`src/rtl/rv_pkg.sv`:
```
// Shared definitions for the instruction/data memory arbiter: FSM states,
// port identifiers and default geometry.
package rv_pkg;

   localparam int unsigned MEM_WORDS_DEF = 1024;
   localparam int unsigned IO_BIT_DEF    = 12;

   typedef enum logic [1:0] {
      IDLE   = 2'd0,
      BUSY_I = 2'd1,
      BUSY_D = 2'd2
   } rv_state_e;

   // Encoding of the last_grant flag.
   localparam logic LAST_I = 1'b0;
   localparam logic LAST_D = 1'b1;

endpackage

```
`src/rtl/rv_rr_arb2.sv`:
```
// Two-input round-robin picker: on a tie, the port that did not win last
// time wins. Bit 0 is the instruction port, bit 1 the data port.
module rv_rr_arb2
   import rv_pkg::*;
(
   input  logic [1:0] reqs,
   input  logic       last_grant,
   output logic [1:0] winner
);

   always_comb begin
      winner = 2'b00;
      case (reqs)
         2'b01:   winner = 2'b01;
         2'b10:   winner = 2'b10;
         2'b11:   winner = (last_grant == LAST_D) ? 2'b01 : 2'b10;
         default: winner = 2'b00;
      endcase
   end

endmodule

```
`src/rtl/rv_mem_arb.sv`:
```
// Arbitrates an instruction port and a data port onto one single-port RAM
// (1-cycle read latency); data accesses with d_addr[IO_BIT] set hit a 3-bit LED register.
module rv_mem_arb
   import rv_pkg::*;
#(
   parameter int unsigned MEM_WORDS = MEM_WORDS_DEF,
   parameter int unsigned IO_BIT    = IO_BIT_DEF
) (
   input  logic                         clk,
   input  logic                         reset,
   input  logic                         i_req,
   input  logic [31:0]                  i_addr,
   output logic                         i_gnt,
   output logic                         i_rvalid,
   output logic [31:0]                  i_rdata,
   input  logic                         d_req,
   input  logic                         d_we,
   input  logic [31:0]                  d_addr,
   input  logic [31:0]                  d_wdata,
   output logic                         d_gnt,
   output logic                         d_rvalid,
   output logic [31:0]                  d_rdata,
   output logic                         m_en,
   output logic                         m_we,
   output logic [$clog2(MEM_WORDS)-1:0] m_addr,
   output logic [31:0]                  m_wdata,
   input  logic [31:0]                  m_rdata,
   output logic [2:0]                   leds,
   output rv_state_e                    dbg_state
);

   localparam int unsigned AW = $clog2(MEM_WORDS);

   // Handshake: a request is held until its grant, which is asserted
   // combinationally in IDLE; the matching rvalid follows exactly one cycle later.
   rv_state_e   state_q, state_d;
   logic        last_grant_q, last_grant_d;
   logic        io_q, io_d;
   logic [2:0]  leds_q, leds_d;
   logic [31:0] i_rdata_q, i_rdata_d;
   logic [31:0] d_rdata_q, d_rdata_d;
   logic [1:0]  win;
   logic        i_gnt_raw, d_gnt_raw, m_en_raw;
   logic        unused_addr_bits;

   assign unused_addr_bits = ^{i_addr, d_addr, d_wdata};

   rv_rr_arb2 u_rr (
      .reqs       ({d_req, i_req}),
      .last_grant (last_grant_q),
      .winner     (win)
   );

   always_comb begin
      state_d      = state_q;
      last_grant_d = last_grant_q;
      io_d         = io_q;
      leds_d       = leds_q;
      i_gnt_raw    = 1'b0;
      d_gnt_raw    = 1'b0;
      m_en_raw     = 1'b0;
      m_we         = 1'b0;
      m_addr       = '0;
      m_wdata      = '0;
      i_rvalid     = 1'b0;
      d_rvalid     = 1'b0;
      i_rdata_d    = i_rdata_q;
      d_rdata_d    = d_rdata_q;
      case (state_q)
         IDLE: begin
            if (win[0]) begin
               i_gnt_raw    = 1'b1;
               m_en_raw     = 1'b1;
               m_addr       = i_addr[AW+1:2];
               last_grant_d = LAST_I;
               state_d      = BUSY_I;
            end else if (win[1]) begin
               d_gnt_raw    = 1'b1;
               last_grant_d = LAST_D;
               state_d      = BUSY_D;
               io_d         = d_addr[IO_BIT];
               if (d_addr[IO_BIT]) begin
                  if (d_we) leds_d = d_wdata[2:0];
               end else begin
                  m_en_raw = 1'b1;
                  m_we     = d_we;
                  m_addr   = d_addr[AW+1:2];
                  m_wdata  = d_wdata;
               end
            end
         end
         BUSY_I: begin
            i_rvalid  = 1'b1;
            i_rdata_d = m_rdata;
            state_d   = IDLE;
         end
         BUSY_D: begin
            d_rvalid  = 1'b1;
            d_rdata_d = io_q ? {29'b0, leds_q} : m_rdata;
            state_d   = IDLE;
         end
         default: state_d = IDLE;
      endcase
   end

   // Read data is shown live during the response cycle and retained afterwards.
   assign i_rdata   = i_rdata_d;
   assign d_rdata   = d_rdata_d;
   assign i_gnt     = i_gnt_raw & reset;
   assign d_gnt     = d_gnt_raw & reset;
   assign m_en      = m_en_raw & reset;
   assign leds      = leds_q;
   assign dbg_state = state_q;

   always_ff @(posedge clk or negedge reset) begin
      if (!reset) begin
         state_q      <= IDLE;
         last_grant_q <= LAST_D;
         io_q         <= 1'b0;
         leds_q       <= 3'b000;
         i_rdata_q    <= '0;
         d_rdata_q    <= '0;
      end else begin
         state_q      <= state_d;
         last_grant_q <= last_grant_d;
         io_q         <= io_d;
         leds_q       <= leds_d;
         i_rdata_q    <= i_rdata_d;
         d_rdata_q    <= d_rdata_d;
      end
   end

endmodule

```
`config.mk`:
```
export PLATFORM = sky130hd
export DESIGN_NAME = rv_mem_arb
export DESIGN_NICKNAME = d
export VERILOG_FILES = /design/src/rtl/rv_pkg.sv /design/src/rtl/rv_rr_arb2.sv /design/src/rtl/rv_mem_arb.sv
export SDC_FILE = /design/constraint.sdc
export NUM_CORES = 1
export LEC_CHECK = 0
export CAP_MARGIN = 20
export CORE_AREA = 2 2 97 99
export CTS_CLUSTER_SIZE = 20
export DETAILED_ROUTE_END_ITERATION = 6
export DIE_AREA = 0 0 99 101
export PLACE_DENSITY = 0.95
export SLEW_MARGIN = 20
export SYNTH_ARGS = -nofsm -noshare
export SYNTH_HDL_FRONTEND = slang
export SYNTH_SLANG_ARGS = --single-unit
```
`constraint.sdc`:
```
create_clock -name clk -period 4.41 [get_ports clk]
set_input_delay 0.882 -clock clk [delete_from_list [all_inputs] [get_ports clk]]
set_output_delay 0.882 -clock clk [all_outputs]
set_load 0.05 [all_outputs]
```
==> metrics.yaml <==
skew_ns: 0.01424
drt_iter0_drc: 64
fin_hold_ws_ns: 0.4987
tightest_slew_ns: 1.012
cts_sinks: 71
route.met2.wl_um: 6109
dieArea_um2: 9999
top_layer: "met4"
yosys_warnings: 0
p_int_mw: 2.237
rr_endpoint: "i_rdata_q[30]"
reg2regPathDepth: 2
pre_cts_ws_ns: 0.5428
clk_latency_ns: 0.33
startpoint_type: "input port"
first_pass_iters: 4
gr-usage-all-layers_pct: 21.61
ios: 250
crit_required_ns: 3.53
hp-start: "d_rdata_q[26]"
power.combinational.fraction_pct: 65.3
met1_length_um: 3556
synthCells: 282
cts_root_buf: "clkbuf_8"
critPathKind: "input port to output pin"
setup_viol: 0
gp_congestion: 0.8151
worstHoldEndpoint: "d_rdata_q[26]"
dr_wl_met3_um: 651
drv_slew: 0
syn_nets: 415
grt_pass1_wl_um: 16670
finalNetCount: 616
numCtsBuffers: 9
die_h_um: 101
sequentialPowerShare_pct: 24.3
port_buffers: 206
syn_area_per_cell_um2: 11.27
synth_cell_types: 24
overflow: 0
p_per_area_nw_per_um2: 757.8
arrival_ns: 2.99
critPathLaunch: "d_req"
postCtsSetupBuffers: 0
grt_max_degree: 73
placeableCoreArea_um2: 8977
max_freq_mhz: 258.0
vias_per_cell: 4.703
finalWirelength_um: 10450
ant_nets: 0
drive_gt1_share_pct: 21.72
vdd_ir_drop_max_mv: 0.4710
final_area_um2: 5951
reg2reg_slack_ns: 2.51
hpwl_um: 8322
area_growth_pct: 87.32
hold_viol: 0
ys_seq_area_share_pct: 55.97
rsz0062_at_grt: "false"
timing.final.ws_setup_ns: 0.5341
wl_per_cell_um: 17.44
place_area_um2: 5764
cts.repair.resized: 0
cts_buffer_depth: 2
initial_core_util_pct: 35.39
yosys_register_bits: 71
clock_power_share_pct: 10.4
grt_pass1_vias: 3164
fin_tns_setup_ns: 0
holdPathStages: 2
antenna_found_initial: 0
worst-path-max-fanout: 3
clk_pin_slew_worst_paths_ns: 0.08
p_sw_mw: 2.272
fp-row-count: 35
end_kind: "output pin"
leakage_nw: 2.482
reg2reg_from: "dbg_state[1]"
num_antenna_cells: 0
cts_tree: "yes"
die_width_um: 99
hold_class: "register to register"
maxCapViolCount: 0
drc_errors: 0
min_period_over_period_pct: 87.89
syn_area_um2: 3177
switching_share_pct: 50.39
period_minus_slack_ns: 3.876
cts_max_level: 3
vias: 2817
ctsHoldBuffers: 0
max_slew_margin_pct: 32.39
status: "finished, final reports clean"
power groups by stage:
| stage | Combinational [mW] | Sequential (mW) | Clock (mW) |
|---|---|---|---|
| 5_1_grt | 3.07 | 1.13 | 0.524 |
| 3_5_place_dp | 2.95 | 1.11 | 0 |
| 2_1_floorplan | 1.87 | 1.10 | 0 |
| 6_report | 2.95 | 1.09 | 0.470 |
| 3_3_place_gp | 2.90 | 1.08 | 0 |
| 4_1_cts | 2.97 | 1.10 | 0.493 |
routing by layer:
metal	global-route usage, %	vias up
li1	-	1347
met5	0	-
met1	21.89	1346
met3	5.340	8
met2	43.45	116
met4	5.796	0
how the worst max path moves through the flow:
| stage | endpoint | slack (ns) | depth (start not counted) |
|---|---|---|---|
| finish | d_gnt | 0.53 | 5 |
| global route | d_gnt | 0.43 | 5 |
| CTS | d_gnt | 0.53 | 5 |
| detailed placement | d_gnt | 0.54 | 5 |
| global placement | d_gnt | 0.56 | 5 |
| floorplan | d_rdata[24] | 1.18 | 4 |
cell type report:
cell class | instances | area, µm²
clock buffers | 10 | 137.6
clock inverters | 6 | 43.79
fillers | 633 | 3027
inverters | 1 | 3.754
multi-input cells | 191 | 1326
flip-flops and latches | 71 | 1778
well taps | 111 | 138.9
repair buffers | 209 | 2522
worst max-delay path, stage by stage:
cell and delay [ns]:
clkdlybuf4s50_1 0.49, or3b_4 0.42, a21oi_1 0.22, and2_1 0.18
clkdlybuf4s50_1 0.80
cells in the final DEF, fill, tap and decap left out, drive strengths merged, types with 2 or more instances in the layout:
master and n:
and2 35, dfrtp 70, a22o 10, mux2 36, a211oi 2, nand2 33
clkinv 3, clkdlybuf4s50 161, o21ai 32, buf 48, mux2i 3, clkbuf 10
nand2b 31, inv 3, a21oi 2
kinds of logic (layout without fill, tap and decap cells):
family / after synthesis / after routing / synth area share, %
flops: 71 / 71 / 55.97
simple gates: 103 / 103 / 17.76
buf+inv: 20 / 226 / 2.757
mux: 39 / 39 / 13.71
compound gates: 49 / 49 / 9.807
through the flow:
step	total power, mW	std cells	util [%]
floorplan	2.969	282	-
global placement	3.988	583	64.21
detailed placement	4.065	583	64.21
CTS	4.553	599	66.23
global route	4.727	599	66.29
finish	4.509	599	66.29
sequential cells by signal, summed over array words and instances, names as in the netlist:
| signal | cells |
|---|---|
| i_rdata_q | 32 |
| d_rdata_q | 32 |
| leds | 3 |
| io_q | 1 |
| dbg_state | 2 |
| last_grant_q | 1 |
cells in the mapped netlist:
master / n / area share [%]
buf_4: 1 / 0.24
a21oi_1: 2 / 0.32
nand2b_1: 31 / 6.1
a22o_1: 10 / 2.8
mux2i_1: 3 / 0.95
mux2_2: 36 / 13
buf_2: 4 / 0.63
a31oi_1: 1 / 0.20
clkbuf_1: 11 / 1.3
inv_1: 1 / 0.12
or3b_4: 1 / 0.35
a211oi_2: 1 / 0.39
and2_1: 35 / 6.9
a21boi_0: 1 / 0.24
a211oi_4: 1 / 0.63
o21a_1: 1 / 0.24
nor2b_1: 1 / 0.20
dfstp_2: 1 / 0.83
and3_1: 1 / 0.20
nor2_1: 1 / 0.12
o21ai_0: 32 / 5.0
clkbuf_2: 3 / 0.47
dfrtp_1: 70 / 55
nand2_1: 33 / 3.9
Power figures use the tool's default switching activity.
